===== src/rtl/modulo_conversor_bcd.sv =====
// modulo_conversor_bcd: sequential binary-to-BCD converter using shift-add-3 (double dabble).
// It converts one input bit per clock and uses a start/done handshake.
// The result is held until the next conversion completes.
// Optional feature macro: MODULO_CONVERSOR_BCD_SEG7_EN adds the active-low 7-segment output seg_out.
module modulo_conversor_bcd #(
  parameter int WIDTH  = 7,
  parameter int DIGITS = 3
) (
  input  logic                  clk,
  input  logic                  rst_n,
  input  logic                  start,
  input  logic [WIDTH-1:0]      bin_in,
  output logic                  ready,
  output logic                  busy,
  output logic                  done,
  output logic [4*DIGITS-1:0]   bcd_out,
  output logic                  overflow
`ifdef MODULO_CONVERSOR_BCD_SEG7_EN
  ,
  output logic [7*DIGITS-1:0]   seg_out
`endif
);

  localparam int CW = $clog2(WIDTH + 1);

  typedef enum logic [1:0] {
    IDLE,
    SHIFT,
    DONE
  } state_t;

  state_t              state;
  logic [WIDTH-1:0]    bin_sr;
  logic [4*DIGITS-1:0] acc;
  logic [4*DIGITS-1:0] acc_adj;
  logic                ovf_acc;
  logic [CW-1:0]       cnt;

`ifdef MODULO_CONVERSOR_BCD_SEG7_EN
  // Active-low segment pattern, bit0=a .. bit6=g; non-decimal codes blank
  function automatic logic [6:0] seg7(input logic [3:0] d);
    case (d)
      4'd0:    seg7 = 7'b1000000;
      4'd1:    seg7 = 7'b1111001;
      4'd2:    seg7 = 7'b0100100;
      4'd3:    seg7 = 7'b0110000;
      4'd4:    seg7 = 7'b0011001;
      4'd5:    seg7 = 7'b0010010;
      4'd6:    seg7 = 7'b0000010;
      4'd7:    seg7 = 7'b1111000;
      4'd8:    seg7 = 7'b0000000;
      4'd9:    seg7 = 7'b0010000;
      default: seg7 = 7'b1111111;
    endcase
  endfunction
`endif

  // Add-3 correction of every accumulator digit that is 5 or more, ahead of the shift
  always_comb begin
    acc_adj = acc;
    for (int unsigned i = 0; i < DIGITS; i++) begin
      if (acc[4*i +: 4] >= 4'd5) acc_adj[4*i +: 4] = acc[4*i +: 4] + 4'd3;
    end
  end

  // Control FSM with registered handshake outputs and the shift datapath.
  // DONE lasts one cycle. Its exit edge loads the result, raises done and
  // reasserts ready together. A start held high is therefore accepted every
  // WIDTH+2 cycles.
  always_ff @(posedge clk or negedge rst_n) begin
    if (!rst_n) begin
      state    <= IDLE;
      ready    <= 1'b1;
      busy     <= 1'b0;
      done     <= 1'b0;
      bcd_out  <= '0;
      overflow <= 1'b0;
      bin_sr   <= '0;
      acc      <= '0;
      ovf_acc  <= 1'b0;
      cnt      <= '0;
`ifdef MODULO_CONVERSOR_BCD_SEG7_EN
      seg_out  <= '1;
`endif
    end else begin
      done <= 1'b0;
      case (state)
        IDLE: begin
          if (start) begin
            bin_sr  <= bin_in;
            acc     <= '0;
            ovf_acc <= 1'b0;
            cnt     <= CW'(WIDTH);
            state   <= SHIFT;
            ready   <= 1'b0;
            busy    <= 1'b1;
          end
        end
        SHIFT: begin
          acc     <= {acc_adj[4*DIGITS-2:0], bin_sr[WIDTH-1]};
          bin_sr  <= bin_sr << 1;
          ovf_acc <= ovf_acc | acc_adj[4*DIGITS-1];
          cnt     <= cnt - CW'(1);
          if (cnt == CW'(1)) state <= DONE;
        end
        DONE: begin
          bcd_out  <= acc;
          overflow <= ovf_acc;
`ifdef MODULO_CONVERSOR_BCD_SEG7_EN
          for (int unsigned i = 0; i < DIGITS; i++) begin
            seg_out[7*i +: 7] <= seg7(acc[4*i +: 4]);
          end
`endif
          done  <= 1'b1;
          state <= IDLE;
          ready <= 1'b1;
          busy  <= 1'b0;
        end
        default: begin
          state <= IDLE;
          ready <= 1'b1;
          busy  <= 1'b0;
        end
      endcase
    end
  end

endmodule


===== config.mk =====
export PLATFORM = sky130hd
export DESIGN_NAME = modulo_conversor_bcd
export DESIGN_NICKNAME = d
export VERILOG_FILES = /design/src/rtl/modulo_conversor_bcd.sv
export SDC_FILE = /design/constraint.sdc
export NUM_CORES = 1
export LEC_CHECK = 0
export ABC_AREA = 0
export CAP_MARGIN = 15
export CORE_MARGIN = 3
export CORE_UTILIZATION = 50
export DETAILED_ROUTE_END_ITERATION = 10
export GPL_ROUTABILITY_DRIVEN = 0
export PLACE_DENSITY_LB_ADDON = 0.15
export SYNTH_ARGS = -nofsm -noshare
export SYNTH_HDL_FRONTEND = slang
export SYNTH_SLANG_ARGS = --single-unit
export TNS_END_PERCENT = 1

===== constraint.sdc =====
create_clock -name clk -period 1.7 [get_ports clk]
set_input_delay 0.34 -clock clk [delete_from_list [all_inputs] [get_ports clk]]
set_output_delay 0.34 -clock clk [all_outputs]
set_load 0.01 [all_outputs]

==> out/results.txt, run 1 <==
sequential share of the synthesized area: 51.9%
synth cell count leaders: 40 x dfrtp_1, 33 x nand2_1, 20 x o21ai_0
Area Growth Syn to Fin: 16.1%
cell with the most instances after synthesis: dfrtp_1
Nets: 233
Pleak: 1.05 nW
Mapped Nets: 207
Die X: 68.9 um
first-pass GRT wire length: 5890 um
CP Capture Type: output port
slowest stage delay, CP: 0.53 ns
post-route clock period utilization: 89.2%
Avg Vias per Cell: 5.34
slew margin rel.: 66.6%
Peak VDD IR: 0.914 mV
Setup CP Type: flip-flop to output port
Yosys cell types: 33
Worst R2R Start: acc[8]
max-slew violations: 0
CP required: 1.36 ns
total grt overflow: 0
Syn Area/Cell: 10.5 um^2
busiest grt layer: met2
drt initial violations: 61
Power Density: 1800 nW/um^2
Synth Area in XOR/XNOR: 1.33%
R2R cell count: 5
met1 usage: 22.2%
Critical path origin: bcd_out[4]
Worst setup SP type: flip-flop
fin crit period: 1.52 ns
RR Endpoint: acc[9]
Async SR Flop Fraction: 100%
crit path DAT: 1.18 ns
largest family of logic cells by synthesized area: compound AO/OA/AOI/OAI gates
met3 Usage GRT: 5.35%
mux contribution to synthesized area: 0.569%
Adder-Cell Fraction of Synth Area: 5.05%
netlist area before placement: 1980 um^2
row count: 22
Num CTS Buffers: 5
DIE AREA: 4750 um^2
number of cells on the critical path: 1
Wirelength per Cell: 12.9 um
cell taking the most area after synthesis: dfrtp_1
# hold bufs at CTS: 0
fill count: 337
status: completed
Clock Latency Late Sink: 0.29 ns
unrepaired setup endpoints after global routing: false
CTS sink cnt: 41
CP bufs+invs: 1
sequential share of power: 40.3%
core box area: 3740 um^2
Int Power: 2.57 mW
top cells by area, synth: dfrtp_1 51%, nand2_1 6.3%, ha_1 5.1%
Combinational Power Share: 45.1%
H-tree levels: 2
HP Class: input pin to async pin
Sw Pwr: 1.56 mW
Initial DRT Pass Iterations: 4
Max Buffers Root-to-Sink: 2
antenna fix cells: 0
met2 Usage GRT: 26.0%
Largest delay share family, worst path: buffers and inverters
number of synthesized flops with an enable pin: 0
I/O pin count: 26
initial antenna violation count: 0
Final setup viols: 0
Residual DRC: 0
Post-Synth Simple-Gate Area: 11.7%
Hold Fails Final Rpt: 0
final core occ: 61.4%
Starting Density: 52.9%
Port Buffers: 25
share of post-route cells with drive strength above 1: 7.41%
Die Y: 68.9 um
Sw Ratio: 37.8%
cell count after synthesis: 189
max_cap viols: 0
vias in the first global route: 1,286
crit path max fanout: 2
top_reg_cell synth: dfrtp_1
Fmax: 0.659 GHz
CTS clk-pin slew, worst paths: 0.07 ns
hpwl dp: 2410 um
Least-Margin Pin Slew: 0.501 ns
vias post-DR: 1,409
largest net degree at the start of global routing: 42
WL final: 3420 um
post-synth top area share: 50.5%
Multi-input gate area: 787 um^2
CTS tree: built
worst setup path endpoint: bcd_out[4]
register area: 1030 um^2
CP Cell Sequence: clkdlybuf4s50_1
flop2flop setup slack: 0.23 ns
clock power share: 14.7%
Antenna Nets Post-Route: 0
overall routing resource usage: 16.8%
Ys Warns: 0
Root Buffer: clkbuf_8
post-route setup TNS: 0 ns
FF+latch count, synth: 41
slowest cell on the critical path: clkdlybuf4s50_1
Compound-Gate Fraction of Synth Area: 21.0%
clk_skew: 0.00467 ns
==> kinds of logic after synthesis <==
logic type | after synthesis
AOI/OAI and AO/OA | 58
xor gates and xnor gates | 3
adders and majority gates | 8
buffers and inverters | 29
DFF | 41
muxes | 1
and+or+nand+nor | 49
==> power groups by stage <==
| stage | combinational [mW] | sequential (mW) | clock (mW) |
|---|---|---|---|
| 2_1_floorplan | 1.35 | 1.66 | 0 |
| 3_3_place_gp | 1.81 | 1.66 | 0 |
| 3_5_place_dp | 1.89 | 1.68 | 0 |
| 4_1_cts | 1.89 | 1.67 | 0.623 |
| 5_1_grt | 2.11 | 1.73 | 0.663 |
| 6_report | 1.86 | 1.66 | 0.606 |
==> worst min-delay path by stage <==
stage / slack [ns] / startpoint / cells past startpoint / endpoint
6_report: 0.09 / rst_n / 2 / bcd_out[10]
5_1_grt: 0.14 / rst_n / 2 / acc[2]
4_1_cts: 0.11 / rst_n / 2 / acc[1]
3_5_place_dp: 0.43 / rst_n / 2 / bcd_out[10]
3_3_place_gp: 0.42 / rst_n / 2 / bcd_out[10]
2_1_floorplan: 0.04 / rst_n / 0 / acc[0]
==> per-stage QoR <==
step | power (mW) | instance area, um^2 | hold WS (ns) | cells | worst slack (ns)
finish | 4.13 | 2300 | 0.0940 | 264 | 0.183
detailed placement | 3.57 | 2220 | 0.428 | 256 | 0.0420
global placement | 3.47 | 2220 | 0.422 | 256 | 0.116
global route | 4.50 | 2300 | 0.136 | 264 | 0.0805
floorplan | 3.01 | 1980 | 0.0444 | 189 | 0.424
CTS | 4.18 | 2300 | 0.112 | 264 | 0.170
==> what timing repair did <==
| action | in CTS | in global routing |
|---|---|---|
| setup buffers | 0 | 0 |
| setup endpoints to repair | 1 | 0 |
| gates resized for setup | 1 | 0 |
==> per-layer routing <==
layer  routed length [um]  up-vias
met4                   52        0
met2                 1540       37
met1                 1630      654
li1                     -      712
met3                  194        6
met5                    0        -
==> layout by cell type, fill, tap and decap left out, types with 5 or more instances in the layout <==
cell	Yosys	layout
o21ai_0	20	20
dfrtp_1	40	40
nand2_1	33	33
nor2_1	6	6
clkbuf_8	0	5
ha_1	8	8
inv_1	19	19
a31oi_1	7	7
clkdlybuf4s50_1	0	23
o2111ai_1	6	6
==> cell type report <==
class / count / area share, %
clock buffers: 8 / 3.48
repair buffers: 29 / 11.9
flip-flops and latches: 41 / 44.7
multi-input cells: 119 / 34.2
inverters: 19 / 3.10
well taps: 48 / 2.61
==> sequential cells by signal, summed over array words and instances, names as in the netlist <==
signal    cells
acc          12
overflow      1
state         2
ready         1
cnt           3
ovf_acc       1
bcd_out      12
done          1
busy          1
bin_sr        7
Power figures use the tool's default switching activity.
==> run 2, diff against run 1 <==
--- a/config.mk
+++ b/config.mk
@@ -7,8 +7,10 @@
 export LEC_CHECK = 0
 export ABC_AREA = 0
 export CAP_MARGIN = 15
+export CELL_PAD_IN_SITES_DETAIL_PLACEMENT = 0
+export CELL_PAD_IN_SITES_GLOBAL_PLACEMENT = 2
 export CORE_MARGIN = 3
-export CORE_UTILIZATION = 50
+export CORE_UTILIZATION = 35
 export DETAILED_ROUTE_END_ITERATION = 10
 export GPL_ROUTABILITY_DRIVEN = 0
 export PLACE_DENSITY_LB_ADDON = 0.15
==> run 2 against run 1 <==
  * Routed wire length grew 10%
  * First-iteration DRC count increased by 6.6%
  * Design area is 4.3% higher
  * Fmax is 0.65% lower
  * Global-route usage decreased by 3.6 points
  * Sequential power about the same
  * Core utilization shrank 16 points
==> out/results.txt, run 2 (synthesis results as in run 1) <==
WL final: 3770 um
H-tree levels: 2
share of post-route cells with drive strength above 1: 9.59%
unrepaired setup endpoints after global routing: false
row count: 26
largest net degree at the start of global routing: 42
Port Buffers: 25
CTS tree: built
Hold Fails Final Rpt: 0
status: completed
vias post-DR: 1,463
# hold bufs at CTS: 0
max_cap viols: 0
Area Growth Syn to Fin: 21.1%
CP Capture Type: output port
slew margin rel.: 65.5%
core box area: 5300 um^2
Clock Latency Late Sink: 0.29 ns
clk_skew: 0.0103 ns
crit path max fanout: 2
R2R cell count: 5
slowest stage delay, CP: 0.54 ns
worst setup path endpoint: bcd_out[3]
Largest regs: acc (12), bcd_out (12), bin_sr (7)
HP Class: input pin to async pin
CTS sink cnt: 41
post-route clock period utilization: 89.8%
Antenna Nets Post-Route: 0
Setup CP Type: flip-flop to output port
crit path DAT: 1.19 ns
Final setup viols: 0
Die X: 81.2 um
vias in the first global route: 1,451
overall routing resource usage: 13.1%
I/O pin count: 26
Fmax: 0.655 GHz
Power Density: 1840 nW/um^2
first-pass GRT wire length: 6760 um
hpwl dp: 2630 um
Num CTS Buffers: 5
Largest delay share family, worst path: buffers and inverters
drt initial violations: 65
commonest non-fill, non-tap cell in the layout: dfrtp_1
total grt overflow: 0
Root Buffer: clkbuf_8
Residual DRC: 0
slowest cell on the critical path: clkdlybuf4s50_1
Least-Margin Pin Slew: 0.517 ns
Starting Density: 37.4%
Initial DRT Pass Iterations: 4
Critical path origin: bcd_out[3]
max-slew violations: 0
number of cells on the critical path: 1
most frequent cells in the layout: 40 x dfrtp_1, 33 x nand2_1, 23 x clkdlybuf4s50_1
flop2flop setup slack: 0.22 ns
Max Buffers Root-to-Sink: 2
initial antenna violation count: 0
Avg Vias per Cell: 5.06
Worst setup SP type: flip-flop
antenna fix cells: 0
CP Cell Sequence: clkdlybuf4s50_1
CP required: 1.36 ns
Peak VDD IR: 0.640 mV
post-route setup TNS: 0 ns
Wirelength per Cell: 13.0 um
Pleak: 1.09 nW
fill count: 522
final core occ: 45.2%
CP bufs+invs: 1
Die Y: 81.2 um
Nets: 236
RR Endpoint: acc[9]
Worst R2R Start: acc[8]
fin crit period: 1.53 ns
CTS clk-pin slew, worst paths: 0.08 ns
DIE AREA: 6600 um^2
==> run 2: area by class of cell <==
| class | count | area [um^2] | area share (%) |
|---|---|---|---|
| flip-flops and latches | 41 | 1030 | 42.8 |
| well taps | 70 | 87.6 | 3.65 |
| inverters | 19 | 71.3 | 2.97 |
| clock buffers | 7 | 86.3 | 3.60 |
| clock inverters | 1 | 30.0 | 1.25 |
| multi-input cells | 119 | 787 | 32.8 |
| repair buffers | 32 | 309 | 12.9 |
==> run 2: stage by stage <==
stage | worst slack (ns) | total power, mW | hold slack [ns] | std cells | cell area (um^2)
after global routing | 0.0911 | 4.81 | 0.153 | 289 | 2400
after floorplan | 0.424 | 3.01 | 0.0444 | 189 | 1980
final | 0.174 | 4.41 | 0.103 | 289 | 2400
after global placement | 0.131 | 3.58 | 0.436 | 281 | 2280
after CTS | 0.161 | 4.47 | 0.119 | 289 | 2400
after detailed placement | 0.0692 | 3.64 | 0.442 | 281 | 2280
==> run 2: routing by layer <==
metal	vias to the layer above	share of wire [%]	track usage, %
met2	27	46	21.0
met3	6	4.2	3.66
li1	715	-	-
met1	715	49	17.1
met4	0	1.4	4.39
met5	-	0	0
==> run 2: worst min path at each step <==
stage                     slack (ns)          end  cells past startpoint  start
after floorplan                 0.04       acc[0]                      0  rst_n
after global placement          0.44  bcd_out[10]                      2  rst_n
after detailed placement        0.44  bcd_out[10]                      2  rst_n
after CTS                       0.12  bcd_out[10]                      2  rst_n
after global routing            0.15  bcd_out[10]                      2  rst_n
final                           0.10      acc[10]                      2  rst_n
==> run 2: where the power goes <==
| group | leakage, nW | total (mW) | internal (mW) | switching, mW |
|---|---|---|---|---|
| combinational | 0.513 | 1.92 | 0.930 | 0.990 |
| clock | 0.0585 | 0.819 | 0.479 | 0.339 |
| sequential | 0.522 | 1.67 | 1.39 | 0.281 |
| total | 1.09 | 4.41 | 2.80 | 1.61 |
==> run 2: what timing repair did <==
| action | CTS | global route |
|---|---|---|
| setup buffers | 0 | 0 |
| setup endpoints to repair | 1 | 0 |
| resized for setup | 1 | 0 |
==> run 3, diff against run 2 <==
--- a/config.mk
+++ b/config.mk
@@ -9,7 +9,7 @@
 export CAP_MARGIN = 15
 export CELL_PAD_IN_SITES_DETAIL_PLACEMENT = 0
 export CELL_PAD_IN_SITES_GLOBAL_PLACEMENT = 2
-export CORE_MARGIN = 3
+export CORE_MARGIN = 1.5
 export CORE_UTILIZATION = 35
 export DETAILED_ROUTE_END_ITERATION = 10
 export GPL_ROUTABILITY_DRIVEN = 0
==> run 3 against run 2 <==
  * Sequential share of layout area hardly changed
  * Cell count unchanged
  * Highest routed layer unchanged
  * Critical path depth did not move
  * Sequential cell count did not move
  * Worst hold slack worse by 0.092 ns
  * Register-to-register slack about the same
  * First-iteration DRC count up 140%
  * Power fell by 1.9%
  * Routed wire length grew 1.5%
  * Combinational power rose by 2%
  * Clock skew down 0.0038 ns
  * Global-route usage rose by 0.56 points
==> out/results.txt, run 3 (synthesis results as in run 1) <==
status: completed
H-tree levels: 2
flop2flop setup slack: 0.23 ns
largest net degree at the start of global routing: 42
Worst setup SP type: flip-flop
CP required: 1.36 ns
fin crit period: 1.52 ns
Residual DRC: 0
CTS tree: built
Max Buffers Root-to-Sink: 2
Num CTS Buffers: 5
initial antenna violation count: 0
final core occ: 43.9%
Final setup viols: 0
Setup CP Type: flip-flop to output port
Initial DRT Pass Iterations: 6
crit path DAT: 1.18 ns
Root Buffer: clkbuf_8
max-slew violations: 0
DIE AREA: 6120 um^2
Sw Ratio: 37.4%
crit path max fanout: 2
vias in the first global route: 1,404
Largest regs: acc (12), bcd_out (12), bin_sr (7)
Hold Fails Final Rpt: 0
Starting Density: 36.2%
row count: 27
Power Density: 1800 nW/um^2
Die Y: 78.2 um
WL final: 3830 um
# hold bufs at CTS: 0
CTS sink cnt: 41
Sw Pwr: 1.62 mW
Setup WS post-layout: 0.182 ns
CP Cell Sequence: clkdlybuf4s50_1
Int Power: 2.70 mW
most frequent cells in the layout: 40 x dfrtp_1, 33 x nand2_1, 23 x clkdlybuf4s50_1
Antenna Nets Post-Route: 0
antenna fix cells: 0
I/O pin count: 26
Fmax: 0.659 GHz
Die X: 78.2 um
HP Class: input pin to async pin
Setup Buffers After CTS: 0
Nets: 234
drt initial violations: 156
clock power share: 16.1%
first-pass GRT wire length: 6640 um
clk_skew: 0.00659 ns
unrepaired setup endpoints after global routing: false
Area Growth Syn to Fin: 21.2%
hpwl dp: 2720 um
Combinational Power Share: 45.3%
Clock Latency Late Sink: 0.29 ns
Port Buffers: 25
post-route setup TNS: 0 ns
sequential share of power: 38.6%
CP Capture Type: output port
total grt overflow: 0
slew margin rel.: 72.9%
Pleak: 1.10 nW
Largest delay share family, worst path: buffers and inverters
CP bufs+invs: 1
slowest stage delay, CP: 0.54 ns
Wirelength per Cell: 13.2 um
Setup WS pre-CTS: 0.0985 ns
core box area: 5470 um^2
Avg Vias per Cell: 4.95
post-route clock period utilization: 89.3%
commonest non-fill, non-tap cell in the layout: dfrtp_1
vias post-DR: 1,431
max_cap viols: 0
share of post-route cells with drive strength above 1: 9.22%
Peak VDD IR: 0.618 mV
Least-Margin Pin Slew: 0.406 ns
slowest cell on the critical path: clkdlybuf4s50_1
CTS clk-pin slew, worst paths: 0.08 ns
overall routing resource usage: 13.7%
==> run 3: repair_timing <==
item | 4_1_cts | 5_1_grt
endpoints found under the hold margin | 0 | 0
endpoints found under the setup margin | 0 | 1
gates resized for setup | 0 | 1
==> run 3: power groups by stage <==
| stage | clock, mW | combinational, mW | sequential (mW) |
|---|---|---|---|
| 3_3_place_gp | 0 | 1.93 | 1.66 |
| 5_1_grt | 0.765 | 2.19 | 1.73 |
| 6_report | 0.695 | 1.96 | 1.67 |
| 2_1_floorplan | 0 | 1.35 | 1.66 |
| 4_1_cts | 0.722 | 1.99 | 1.67 |
| 3_5_place_dp | 0 | 1.99 | 1.69 |
==> run 3: routing by layer <==
layer,up-vias,GRT usage [%],share of wire (%)
li1,711,-,-
met2,37,23.1,49
met5,-,0,0
met3,2,3.95,4.1
met1,681,17.0,47
met4,0,4.11,0.50
==> run 3: worst paths after layout <==
path | start | end | cells after the start
max reg2reg | acc[8] | acc[9] | 5
min in group clk | bcd_out[3] | bcd_out[3] | 2
max in group asynchronous | rst_n | ready | 2
min | rst_n | bcd_out[10] | 2
max | bcd_out[0] | bcd_out[0] | 1
min reg2reg | bcd_out[3] | bcd_out[3] | 2
==> run 3: layout make-up <==
class                   count  area (um^2)
inverters                  19         71.3
fillers                   553         3070
flip-flops and latches     41         1030
clock inverters             1         5.00
repair buffers             30          323
clock buffers               7         96.3
well taps                  72         90.1
multi-input cells         119          787
==> run 3: through the flow <==
step	instance area [um^2]	power [mW]	hold WS [ns]	cells
floorplan	1980	3.01	0.0444	189
global placement	2300	3.59	0.330	281
detailed placement	2300	3.68	0.327	281
CTS	2400	4.38	0.0175	289
global route	2400	4.68	0.0253	289
finish	2400	4.32	0.0113	289
